===== config.mk =====
export PLATFORM = sky130hd
export DESIGN_NAME = sync_timing_gen
export DESIGN_NICKNAME = d
export VERILOG_FILES = /design/src/rtl/sync_timing_pkg.sv /design/src/rtl/sync_line_timer.sv /design/src/rtl/sync_timing_gen.sv
export SDC_FILE = /design/constraint.sdc
export NUM_CORES = 1
export LEC_CHECK = 0
export CORE_MARGIN = 10
export CORE_UTILIZATION = 60
export DETAILED_ROUTE_END_ITERATION = 16
export PLACE_DENSITY_LB_ADDON = 0.08
export RECOVER_POWER = 50
export SETUP_SLACK_MARGIN = 0.15
export SYNTH_ARGS = -nofsm -noshare
export SYNTH_HDL_FRONTEND = slang
export SYNTH_HIERARCHICAL = 1
export SYNTH_SLANG_ARGS = --single-unit

===== constraint.sdc =====
create_clock -name clk -period 5 [get_ports clk]
set_input_delay 1 -clock clk [delete_from_list [all_inputs] [get_ports clk]]
set_output_delay 1 -clock clk [all_outputs]
set_load 0.02 [all_outputs]

===== src/rtl/sync_timing_pkg.sv =====
// Shared types and constants for the line/frame sync timing generator.
package sync_timing_pkg;

  typedef enum logic [1:0] {
    ST_IDLE,
    ST_LINE,
    ST_GAP
  } state_t;

  localparam int PERIOD_W = 13;
  localparam int LINE_W   = 5;
  localparam int FCNT_W   = 16;

  localparam int DEF_LINES      = 24;
  localparam int DEF_MIN_PERIOD = 16;
  localparam int DEF_FRAME_GAP  = 16;

endpackage


===== src/rtl/sync_line_timer.sv =====
// In-line position counter with a clamped, frame-latched line period.
module sync_line_timer
  import sync_timing_pkg::*;
#(
  parameter int MIN_PERIOD = DEF_MIN_PERIOD
) (
  input  logic                clk,
  input  logic                rst_n,
  input  logic                load,
  input  logic                clear,
  input  logic                en,
  input  logic [PERIOD_W-1:0] line_period,
  output logic                line_end,
  output logic                near_end
);

  localparam logic [PERIOD_W-1:0] MIN_P = PERIOD_W'(MIN_PERIOD);

  logic [PERIOD_W-1:0] period;
  logic [PERIOD_W-1:0] pos;

  always_ff @(posedge clk or negedge rst_n) begin
    if (!rst_n) begin
      period <= MIN_P;
      pos    <= '0;
    end else if (clear) begin
      pos <= '0;
    end else if (load) begin
      period <= (line_period < MIN_P) ? MIN_P : line_period;
      pos    <= '0;
    end else if (en) begin
      pos <= line_end ? '0 : pos + 1'b1;
    end
  end

  // near_end lets the top register frame_done one cycle ahead of the last position
  assign line_end = (pos == period - PERIOD_W'(1));
  assign near_end = (pos == period - PERIOD_W'(2));

endmodule


===== src/rtl/sync_timing_gen.sv =====
// Line/frame sync generator: IDLE/LINE/GAP sequencer with registered outputs.
// Build with SYNC_TIMING_FRAME_CNT_EN to include the completed-frame counter.
module sync_timing_gen
  import sync_timing_pkg::*;
#(
  parameter int LINES_PER_FRAME = DEF_LINES,
  parameter int FRAME_GAP       = DEF_FRAME_GAP,
  parameter int MIN_PERIOD      = DEF_MIN_PERIOD
) (
  input  logic                clk,
  input  logic                rst_n,
  input  logic                start,
  input  logic                continuous,
  input  logic                stop,
  input  logic                abort,
  input  logic [PERIOD_W-1:0] line_period,
  output logic                f_sync,
  output logic                sync,
  output logic [LINE_W-1:0]   line_idx,
  output logic                busy,
  output logic                frame_done,
  output logic [FCNT_W-1:0]   frame_cnt
);

  localparam int GAP_W = $clog2(FRAME_GAP + 1);
  localparam logic [LINE_W-1:0] LAST_LINE = LINE_W'(LINES_PER_FRAME - 1);
  localparam logic [GAP_W-1:0]  GAP_LAST  = GAP_W'(FRAME_GAP - 1);

  state_t            state, state_n;
  logic [LINE_W-1:0] line_idx_n;
  logic [GAP_W-1:0]  gap_cnt, gap_n;
  logic              stop_req, stop_req_n;
  logic              cont, cont_n;
  logic              sync_n, f_sync_n, frame_done_n, busy_n;
  logic              load, fc_inc;
  logic              line_end, near_end;

  sync_line_timer #(.MIN_PERIOD(MIN_PERIOD)) u_timer (
    .clk         (clk),
    .rst_n       (rst_n),
    .load        (load),
    .clear       (abort),
    .en          (state == ST_LINE),
    .line_period (line_period),
    .line_end    (line_end),
    .near_end    (near_end)
  );

  always_ff @(posedge clk or negedge rst_n) begin
    if (!rst_n) begin
      state      <= ST_IDLE;
      line_idx   <= '0;
      gap_cnt    <= '0;
      stop_req   <= 1'b0;
      cont       <= 1'b0;
      sync       <= 1'b0;
      f_sync     <= 1'b0;
      frame_done <= 1'b0;
      busy       <= 1'b0;
    end else begin
      state      <= state_n;
      line_idx   <= line_idx_n;
      gap_cnt    <= gap_n;
      stop_req   <= stop_req_n;
      cont       <= cont_n;
      sync       <= sync_n;
      f_sync     <= f_sync_n;
      frame_done <= frame_done_n;
      busy       <= busy_n;
    end
  end

  // Outputs are computed for the next cycle so they leave the block from flops
  always_comb begin
    state_n      = state;
    line_idx_n   = line_idx;
    gap_n        = gap_cnt;
    stop_req_n   = stop_req;
    cont_n       = cont;
    sync_n       = 1'b0;
    f_sync_n     = 1'b0;
    frame_done_n = 1'b0;
    load         = 1'b0;
    fc_inc       = 1'b0;
    if (abort) begin
      state_n    = ST_IDLE;
      line_idx_n = '0;
      gap_n      = '0;
      stop_req_n = 1'b0;
    end else begin
      unique case (state)
        ST_IDLE: begin
          if (start) begin
            state_n    = ST_LINE;
            load       = 1'b1;
            line_idx_n = '0;
            cont_n     = continuous & ~stop;
            stop_req_n = 1'b0;
            sync_n     = 1'b1;
            f_sync_n   = 1'b1;
          end
        end
        ST_LINE: begin
          if (stop) stop_req_n = 1'b1;
          if (line_end) begin
            if (line_idx == LAST_LINE) begin
              fc_inc     = 1'b1;
              stop_req_n = 1'b0;
              gap_n      = '0;
              line_idx_n = '0;
              state_n    = (cont && !stop_req) ? ST_GAP : ST_IDLE;
            end else begin
              line_idx_n = line_idx + 1'b1;
              sync_n     = 1'b1;
            end
          end else if (near_end && line_idx == LAST_LINE) begin
            frame_done_n = 1'b1;
          end
        end
        ST_GAP: begin
          if (stop) stop_req_n = 1'b1;
          if (gap_cnt == GAP_LAST) begin
            state_n    = ST_LINE;
            load       = 1'b1;
            line_idx_n = '0;
            gap_n      = '0;
            cont_n     = continuous;
            sync_n     = 1'b1;
            f_sync_n   = 1'b1;
          end else begin
            gap_n = gap_cnt + 1'b1;
          end
        end
        default: state_n = ST_IDLE;
      endcase
    end
    busy_n = (state_n != ST_IDLE);
  end

`ifdef SYNC_TIMING_FRAME_CNT_EN
  logic [FCNT_W-1:0] fcnt;

  always_ff @(posedge clk or negedge rst_n) begin
    if (!rst_n)      fcnt <= '0;
    else if (fc_inc) fcnt <= fcnt + 1'b1;
  end

  assign frame_cnt = fcnt;
`else
  logic unused_fc_inc;

  assign unused_fc_inc = fc_inc;
  assign frame_cnt     = '0;
`endif

endmodule

; Word level (Yosys, flattened, before mapping)
; Index checks and enable logic that the tools add are counted.
[totals]
register_bits = 44
latch_bits = 0
mem_bits_rw = 0
romBits = 0
inputBits = 19
out_inout_bits = 25
memories = 0
[classes]
addsub = 5
n_mul = 0
div_mod_pow = 0
n_lt_le_gt_ge = 1
eq_ne = 12
shifts = 0
n_mux = 44
n_bitwise = 3
reduce_logical = 14
[ops]
columns = op, n
row1 = $mux 13, 5
row2 = $mux 5, 9
row3 = $eq 13x13->1, 2
row4 = $mux 1, 17
row5 = $pmux 5 s3, 1
row6 = $add 13x1->13 const B, 1
row7 = $lt 13x5->1 const B, 1
row8 = $sub 13x1->13 const B, 1
row9 = $sub 13x2->13 const B, 1
row10 = $mux 2, 6
row11 = $ne 3x3->1 const B, 4
row12 = $add 5x1->5 const B, 2
row13 = $pmux 5 s2, 1
row14 = $reduce_and 4->1, 2
row15 = $pmux 1 s3, 2
row16 = $pmux 2 s3, 1
row17 = $reduce_bool 3->1, 2
row18 = $eq 5x4->1 const B, 1
row19 = $eq 5x5->1 const B, 1
row20 = $ne 2x2->1 const B, 2
row21 = $pmux 1 s2, 2
row22 = $reduce_and 2->1, 2
row23 = $reduce_bool 2->1, 2
row24 = $reduce_bool 4->1, 1
row25 = 8 further kinds, 10

; Longest topological paths before layout
; Gate-level depths: netlist of run 1.
[logic_depth]
word_depth = 8
ltp_mapped = 10

; Modules after synthesis
; Netlist of run 1, hierarchy kept.
[modules_own_cells]
columns = mod, instances, cells_each, area_per_inst_um2, seq_area_each_um2
row1 = sync_line_timer, 1, 220, 1970.6, 651.9
row2 = sync_timing_gen, 1, 121, 1212.4, 450.4

; Worst setup path after synthesis of run 1
; No wires, ideal clock.
[synth_path]
kind = register to register
startpoint = reg u_timer.period[0]
endpoint = reg line_idx[3]
setup_time_ps = 103
arrival_time_ps = 2966
required_time_ps = 4897
slack_ps = 1930
stages_incl_launch_ff = 11
cell_sequence = dfrtp_1 > inv_1 > ha_1 > nor3b_2 > and3_1 > a31oi_1 > or3_1 > nor3_4 > nor2_1 > or4_4 > o41ai_2
[synth_via]
elab_chain_len = 4
[synth_lines]
columns = item, line
row1 = from (decl), sync_line_timer.sv:19  ; logic [PERIOD_W-1:0] period;
row2 = from (signal assigned), sync_line_timer.sv:29  ; period <= (line_period < MIN_P) ? MIN_P : line_period;
row3 = $sub 13x1->13, sync_line_timer.sv:37  ; assign line_end = (pos == period - PERIOD_W'(1));
row4 = $eq 13x13->1, sync_line_timer.sv:37
row5 = named net line_end, sync_timing_gen.sv:36  ; logic line_end, near_end;
row6 = $ne 3x3->1 (no source line), -
row7 = $reduce_and 4->1 (no source line), -
row8 = to (signal assigned), sync_timing_gen.sv:62  ; line_idx <= line_idx_n;
row9 = to (decl), sync_timing_gen.sv:19  ; output logic [LINE_W-1:0] line_idx,
; The timed path passes the listed nets, and every way through them passes these cells.
; A chain may end at the register's enable or synchronous reset.

; Worst setup path after layout of run 1
; Ends and elaborated chain as after synthesis.

==> run metrics, run 1 <==
Vias/cell 5.91; initial core utilization around 62%; sequential area share after synthesis 34.6%; CP Data Required Time 5210 ps; #FFs+latches synth 44; Post-synth EDFFs 0; Avg Inst Size Synth just over 9 um^2; TritonCTS buffer count 5; area leader, netlist dfrtp_1; Setup crit start kind flip-flop; Final Setup Violations 0; Port Buffers 27; highest metal used met4; CTS H-Tree Depth 2; Finished Core Util around two thirds; CP max stage delay 570 ps; Post-DRT Antenna Nets 0; P_leak 1.46 nW; total clock sinks 44; Max Clk Rate 307 MHz; Peak VDD IR 176 uV; Hold/Removal Path Class reg2reg; failing checks capacitance limit, slew limit; Yosys top cell area share 33.8%; Async S/R FF share, synth 100%; status complete, but fails checks; setup ws final 1740 ps; fin area 3490 um^2; Area Growth Syn to Fin 9.75%; Main synth FF type dfrtp_1; met2 WL 3.30 mm; CP max FO 16; Vias roughly 2,500; cts repair resizes 0; Non-Filler Instances 431; core area 5140 um^2; TNS Setup 0 ps; post-CTS setup buffer count 0; layout cell share with drive strength beyond 1 10.2%; placed cell count 423; Rows 26; yosys warns 6; RePlAce Congestion 0.855; Placed Instance Area between 3000 and 4000 um^2; cell area power density about 270 nW/um^2; hold slack 497 ps; fin crit share 65.1%; TritonCTS clock tree done; fin nets between 300 and 400; Worst-Skew Late Latency 310 ps; Max-cap violations 1; RSZ-0062 raised after global routing no; Reg clk slew, reported paths about 90 ps; Ant. Diodes 0; most frequent cells in the layout dfrtp_1, clkdlybuf4s50_1, o21ai_0; largest net degree at the start of global routing 45; Max stage delay cell, worst path or4_4; HPWL Detailed 5.16 mm; Worst EP arrival 3470 ps; Fin Clk Skew 9.27 ps; cells along the critical path inv_1 -> ha_1 -> nor3b_2 -> and3_1 -> a31oi_1 -> or3_1 -> nor3_4 -> buf_4 -> nor2_1 -> or4_4 -> o41ai_2; vias in the first global route between 2,000 and 2,500; Residual DRC 0; Crit path buffers/inverters 2; Worst Tran Pin Value 2350 ps; die area 8620 um^2; crit-path leading delay family simple AND/OR/NAND/NOR gates; Tmin final 3260 ps; drt pass-1 iters 4; initial DRC count 120; initial antenna violation count 0; grt ovf 0; Post-Syn Instances between 300 and 400; Distinct cells, synth 70; # IOs 44; first-pass GRT wire length ~12 mm; Root Driver clkbuf_8; Met3 Routed Length 312 um; total power 0.956 mW; most common cell after layout, fill and taps aside dfrtp_1; Die Wd 92.8 um; gr usage total 16.3%; Die H 92.8 um; critical path type reg2reg; Total Wirelength 6.85 mm; hold buffer count at CTS 0; final hold viol count 0; max_slew headroom -56.6%; worst slack, placed 1740 ps; Routed WL per cell 15.9 um; Mapped Area 3180 um^2; final slew viol count 45; wire length on met1 3.17 mm; Crit. End Element flip-flop; top cells by area, synth dfrtp_1, xnor2_1, buf_4; CTS max path bufs 2; fillcell total 447
[final cells by class]
class	count	area, um^2	share of cell area [%]
Clock buffer	6	82.6	2.36
Clock inverter	2	15.0	0.430
Inverter	11	41.3	1.18
Multi-Input combinational cell	269	1890	54.0
Sequential cell	44	1100	31.6
Tap cell	70	87.6	2.51
Timing Repair Buffer	29	279	7.99
[sequential cells by signal, summed over array words and instances (netlist names)]
register	count
busy	1
frame_done	1
f_sync	1
line_idx	5
u_timer/pos	13
state	2
stop_req	1
gap_cnt	5
u_timer/period	13
sync	1
cont	1
[report_power, final]
part	internal [mW]	total [mW]	switching, mW
Combinational	0.127	0.280	0.153
Sequential	0.386	0.435	0.0491
Clock	0.112	0.241	0.129
[metal layers]
| metal | vias up | global-route usage (%) |
|---|---|---|
| li1 | 1266 | - |
| met1 | 1228 | 20.4 |
| met2 | 45 | 26.3 |
| met3 | 7 | 4.76 |
| met4 | 0 | 5.27 |
| met5 | - | 0 |
[worst register-to-register path: cells and delay by family, from the launching register on]
kind / cells / cell delay, ps
buffers and inverters: 2 / 360
adders and majority gates: 1 / 170
and+or+nand+nor: 6 / 1860
AOI/OAI and AO/OA: 2 / 290
DFF: 1 / 480
[path summary, 6_finish.rpt]
| check | startpoint | slack, ps | endpoint | depth (start not counted) |
|---|---|---|---|---|
| setup / recovery | u_timer/period[0]$_DFFE_PN0P_ | 1740 | line_idx[3]$_DFFE_PN0P_ | 11 |
| hold / removal | gap_cnt[4]$_DFFE_PN0P_ | 500 | gap_cnt[4]$_DFFE_PN0P_ | 1 |
| setup reg to reg | u_timer/period[0]$_DFFE_PN0P_ | 1740 | line_idx[3]$_DFFE_PN0P_ | 11 |
| hold reg to reg | gap_cnt[4]$_DFFE_PN0P_ | 500 | gap_cnt[4]$_DFFE_PN0P_ | 1 |
| max in group asynchronous | rst_n | 2270 | u_timer/period[6]$_DFFE_PN0P_ | 1 |
| min in group asynchronous | rst_n | 1400 | u_timer/pos[3]$_DFFE_PN0P_ | 1 |
[cells in the mapped netlist (5+ instances only)]
cell type	count
dfrtp_1	43
o21ai_0	21
buf_4	16
nand2_1	16
nand3_1	16
xnor2_1	15
nor2_1	14
a211oi_1	12
clkbuf_1	12
inv_1	11
nor3_1	10
a21oi_1	9
ha_1	9
mux2_2	9
xor2_1	9
and3_1	8
nand2b_1	8
nand3b_1	7
nor2b_1	7
a31oi_1	5
o21a_1	5
[cells by family (layout without fill, tap and decap cells)]
family / Yosys count / after routing / share of synthesized area (%)
xor+xnor: 24 / 24 / 6.60
buf+inv: 43 / 48 / 7.90
simple gates: 123 / 123 / 23.4
mux: 11 / 11 / 3.85
other cells: 1 / 16 / 0.118
fa+ha+maj: 9 / 9 / 3.54
compound gates: 86 / 86 / 19.9
flops: 44 / 44 / 34.6
Note: power is estimated with default switching activity, not from simulation.
==> run 2, diff against run 1 <==
--- a/config.mk
+++ b/config.mk
@@ -6,7 +6,7 @@
 export NUM_CORES = 1
 export LEC_CHECK = 0
 export CORE_MARGIN = 10
-export CORE_UTILIZATION = 60
+export CORE_UTILIZATION = 50
 export DETAILED_ROUTE_END_ITERATION = 16
 export PLACE_DENSITY_LB_ADDON = 0.08
 export RECOVER_POWER = 50
==> constraint.sdc (replaced) <==
create_clock -name clk -period 2.8 [get_ports clk]
set_input_delay 0.56 -clock clk [delete_from_list [all_inputs] [get_ports clk]]
set_output_delay 0.56 -clock clk [all_outputs]
set_load 0.02 [all_outputs]
==> run 2 against run 1 <==
Compared with the run above: critical path type unchanged; largest cell class unchanged; core utilization fell by 6.9 points; power rose by 92%; critical path depth fell by 2; the flow now finishes without violations; clock skew fell by 2.8 ps; die area rose by 16%; non-clock buffer count rose by 29; global-route usage fell by 1.6 points.
==> run metrics, run 2 (synthesized netlist as in run 1, its figures left out) <==
Max Clk Rate 374 MHz; first-pass GRT wire length ~12 mm; Worst Hold Path EP gap_cnt[4]$_DFFE_PN0P_; Die Wd 99.8 um; CTS max path bufs 2; gr usage total between 10% and 20%; Residual DRC 0; fillcell total 561; Worst EP arrival roughly 2900 ps; Tmin final about 2700 ps; total clock sinks 44; layout cell share with drive strength beyond 1 between 20% and 30%; max_slew headroom 23.7%; final slew viol count 0; drt pass-1 iters 5; # IOs 44; final hold viol count 0; status complete, no violations; Vias/cell 5.74; Area Growth Syn to Fin 20.5%; Ant. Diodes 0; HPWL Detailed approximately 5.5 mm; Peak VDD IR between 300 and 400 uV; RePlAce Congestion 0.917; P_leak 1.64 nW; TritonCTS buffer count 5; initial core utilization 50.7%; CP max FO 6; CTS H-Tree Depth 2; CP Data Required Time 3010 ps; top flop regs u_timer/period x13, u_timer/pos x13; critical path type reg2reg; largest net degree at the start of global routing 45; worst hold path stage count 1; FF-to-FF End line_idx[3]$_DFFE_PN0P_; flop2flop setup slack 120 ps; Reg clk slew, reported paths 90 ps; Rows 29; Root Driver clkbuf_8; Worst-Skew Late Latency around 300 ps; worst r2r path cells 9; core area 6280 um^2; TritonCTS clock tree done; setup ws final 124 ps; TNS Setup 0 ps; Total Wirelength approximately 7.7 mm; Fin Clk Skew ~6.4 ps; Die H between 90 and 100 um; Final Setup Violations 0; CP max stage delay ~470 ps; Setup crit start kind flip-flop; worst slack, placed -7.16 ps; die area 9960 um^2; cells along the critical path or3_4 -> a2111o_1 -> o32ai_2 -> nand3_2 -> nor3_4 -> buf_6 -> nor2_4 -> or4_4 -> o41ai_2; Port Buffers 27; initial DRC count 113; fin nets 417; launch point of the worst hold path gap_cnt[4]$_DFFE_PN0P_; fin crit share 95.6%; grt ovf 0; reg2reg start u_timer/period[5]$_DFFE_PN0P_; Crit. End Element flip-flop; hold slack 483 ps; Routed WL per cell 16.5 um; Max-cap violations 0; most frequent cells in the layout dfrtp_1, buf_4, clkdlybuf4s50_1, o21ai_0; Worst Tran Pin Value 1140 ps; RSZ-0062 raised after global routing yes; vias in the first global route between 2,000 and 2,500; most common cell after layout, fill and taps aside dfrtp_1; Hold/Removal Path Class reg2reg; Post-DRT Antenna Nets 0; Vias 2,677; Max stage delay cell, worst path or4_4; cell area power density approximately 480 nW/um^2; initial antenna violation count 0
==> run 2: changes by cell type in the layout (fill, tap and decap cells not counted), moves of 2 or more <==
cell	previous run	this run
nor4_2	0	3
ha_4	0	2
inv_2	0	2
nor4_1	4	1
a211oi_1	12	10
nand2b_1	8	6
a211oi_2	0	2
buf_4	2	29
nand2b_4	0	2
ha_1	9	7
inv_1	11	9
==> run 2: layer usage <==
layer	routed length, um	GRT usage (%)
met1	3450	18.9
met4	87	4.41
met2	3830	24.1
met3	339	3.50
met5	0	0
==> run 2: critical path, delay by kind of cell, from the launching register on <==
family                 cells  cell delay, ps
and+or+nand+nor            5            1270
DFF                        1             410
AOI/OAI and AO/OA          3             770
buffers and inverters      1             150
==> run 2: report_power, final <==
group          switching [mW]  total, mW  internal, mW
registers              0.0693      0.760         0.690
logic                   0.347      0.684         0.336
clock network           0.227      0.396         0.169
==> run 2: how the worst max path moves through the flow <==
| stage | start | depth (start not counted) | endpoint | slack [ps] |
|---|---|---|---|---|
| after global routing | u_timer/period[1]$_DFFE_PN0P_ | 11 | line_idx[3]$_DFFE_PN0P_ | -0.9 |
| after detailed placement | u_timer/period[1]$_DFFE_PN0P_ | 11 | line_idx[3]$_DFFE_PN0P_ | -7 |
| after global placement | u_timer/period[1]$_DFFE_PN0P_ | 11 | line_idx[3]$_DFFE_PN0P_ | 50 |
| final | u_timer/period[5]$_DFFE_PN0P_ | 9 | line_idx[3]$_DFFE_PN0P_ | 120 |
| after CTS | u_timer/period[5]$_DFFE_PN0P_ | 9 | line_idx[3]$_DFFE_PN0P_ | 130 |
| after floorplan | u_timer/period[4]$_DFFE_PN1P_ | 9 | gap_cnt[2]$_DFFE_PN0P_ | -80 |
==> run 2: per-stage QoR <==
step	total power [mW]	area, um^2	util [%]	instances
6_report	1.84	3840	61.1	466
3_3_place_gp	1.35	3550	56.5	444
3_5_place_dp	1.35	3550	56.5	444
2_1_floorplan	1.20	3280	-	356
5_1_grt	1.93	3840	61.1	466
4_1_cts	1.80	3720	59.3	458
==> run 2: area by class of cell <==
cell class	count	area, um^2	share of cell area [%]
repair buffers	58	499	13.0
clock buffers	5	68.8	1.79
multi-input cells	269	2010	52.5
well taps	77	96.3	2.51
clock inverters	2	12.5	0.326
inverters	11	41.3	1.08
flip-flops and latches	44	1100	28.8
==> run 2: timing repair <==
action,4_1_cts,5_1_grt
setup endpoints to repair,7,11
hold buffers,0,0
resized for setup,8,11
cloned,0,0
pin swaps,3,8
setup buffers,7,8
==> run 3, diff against run 2 <==
--- a/config.mk
+++ b/config.mk
@@ -6,8 +6,10 @@
 export NUM_CORES = 1
 export LEC_CHECK = 0
 export CORE_MARGIN = 10
-export CORE_UTILIZATION = 50
+export CORE_UTILIZATION = 40
 export DETAILED_ROUTE_END_ITERATION = 16
+export DONT_BUFFER_PORTS = 1
+export HOLD_SLACK_MARGIN = 0.15
 export PLACE_DENSITY_LB_ADDON = 0.08
 export RECOVER_POWER = 50
 export SETUP_SLACK_MARGIN = 0.15
==> run 3 against run 2 <==
Compared with the run above: cell area decreased by 5.3%; first-iteration DRC count rose by 33%; die area is 20% higher; sequential share of layout area rose by 1.6 points; sequential power up 0.8%; hold slack worse by 160 ps; core utilization down 14 points; final cell count down 0.43%; critical endpoint is now line_idx[0]$_DFFE_PN0P_; largest power group unchanged.
==> run metrics, run 3 (synthesized netlist as in run 1, its figures left out) <==
drt pass-1 iters 4; CTS H-Tree Depth 2; largest net degree at the start of global routing 45; Area Growth Syn to Fin 14.2%; Port Buffers 0; Post-DRT Antenna Nets 0; setup ws final 54.4 ps; total power 1.79 mW; Hold/Removal Path Class in2reg; vias in the first global route about 2,500; fillcell total 757; Worst EP arrival just under 3000 ps; Worst Tran Pin Value 1140 ps; fin crit share just under 100%; HPWL Detailed 5.78 mm; top flop regs u_timer/period x13, u_timer/pos x13; most frequent cells in the layout dfrtp_1, buf_4, o21ai_0; grt ovf 0; layout cell share with drive strength beyond 1 approximately a quarter; CP max stage delay 460 ps; initial antenna violation count 0; final hold viol count 0; Max-cap violations 0; Crit. End Element flip-flop; worst slack, placed -18.1 ps; Vias/cell 5.48; Multi-input gate area 2030 um^2; Final Setup Violations 0; TritonCTS clock tree done; RePlAce Congestion 0.801; Setup crit start kind flip-flop; P_leak 1.53 nW; CP Data Required Time 3010 ps; Routed WL per cell approximately 17 um; cells along the critical path inv_2 -> ha_4 -> nor3b_4 -> and3_4 -> a31oi_2 -> or3_4 -> nor3_4 -> buf_12 -> nor2_4 -> or4_4 -> o31ai_2; CP max FO 7; Peak VDD IR 193 uV; Sequential Area 1100 um^2; Ant. Diodes 0; Root Driver clkbuf_8; RSZ-0062 raised after global routing yes; CTS max path bufs 2; Residual DRC 0; total clock sinks 44; status complete, no violations; Finished Core Util a little under half; Max stage delay cell, worst path or4_4; Rows 32; final slew viol count 0; Tmin final 2750 ps; Fin Clk Skew between 6 and 7 ps; Max Clk Rate 364 MHz; Reg clk slew, reported paths 80 ps; fin area 3630 um^2; Die Wd between 100 and 150 um; critical path type reg2reg; Vias approximately 2,500; most common cell after layout, fill and taps aside dfrtp_1; initial DRC count 150; gr usage total 13.4%; die area ~12,000 um^2; core area 7730 um^2; cell area power density just under 500 nW/um^2; Worst-Skew Late Latency 300 ps; fin nets 390; TritonCTS buffer count 5; Placed Instance Area 3360 um^2; Die H 109 um; first-pass GRT wire length 12.9 mm; initial core utilization about two fifths; Total Wirelength 7.91 mm; max_slew headroom 24.2%; # IOs 44
[run 3: what timing repair did]
item                                    CTS  global route
pin swaps                                 4             5
hold endpoints to repair                 44             0
hold buffers                              2             0
setup buffers                             8             1
gates resized for setup                   4            18
endpoints found under the setup margin    9            23
[run 3: critical path, delay by kind of cell (launching register included)]
| kind | cells | cell delay (ps) |
|---|---|---|
| AO/OA/AOI/OAI | 2 | 310 |
| adder cells (fa/ha/maj) | 1 | 140 |
| buffers and inverters | 2 | 250 |
| flip-flops | 1 | 390 |
| AND/OR/NAND/NOR | 6 | 1560 |
[run 3: path summary, 6_finish.rpt]
check | startpoint | endpoint | slack (ps) | cells past startpoint
worst max-delay path | u_timer/period[1]$_DFFE_PN0P_ | line_idx[0]$_DFFE_PN0P_ | 50 | 11
worst min-delay path | abort | busy$_DFF_PN0_ | 320 | 1
worst max register to register | u_timer/period[1]$_DFFE_PN0P_ | line_idx[0]$_DFFE_PN0P_ | 50 | 11
worst min register to register | gap_cnt[0]$_DFFE_PN0P_ | gap_cnt[0]$_DFFE_PN0P_ | 500 | 1
max in group asynchronous | rst_n | u_timer/period[3]$_DFFE_PN0P_ | 960 | 2
min in group asynchronous | rst_n | u_timer/pos[6]$_DFFE_PN0P_ | 1070 | 2
[run 3: stage by stage]
stage	hold WS, ps	cells	TNS, ps
2_1_floorplan	264	356	-242
3_3_place_gp	267	446	0
3_5_place_dp	267	446	-18.1
4_1_cts	303	463	0
5_1_grt	301	464	-143
6_report	319	464	0
[run 3: final cells by class]
cell class,instances,area share (%)
Clock buffer,5,1.89
Clock inverter,2,0.344
Inverter,11,1.14
Multi-Input combinational cell,269,55.8
Sequential cell,44,30.4
Tap cell,102,3.51
Timing Repair Buffer,31,6.96
[run 3: power by group]
part / internal (mW) / switching [mW]
Clock: 0.169 / 0.224
Combinational: 0.300 / 0.332
Sequential: 0.691 / 0.0752
Total: 1.16 / 0.631
[run 3: per-layer routing]
layer / vias up / share of wire (%) / wire length, um / global-route usage [%]
met5: - / 0 / 0 / 0
met4: 0 / 2.0 / 157 / 4.46
met3: 10 / 3.5 / 277 / 2.83
met2: 43 / 49 / 3900 / 22.3
met1: 1218 / 45 / 3570 / 16.9
li1: 1272 / - / - / -
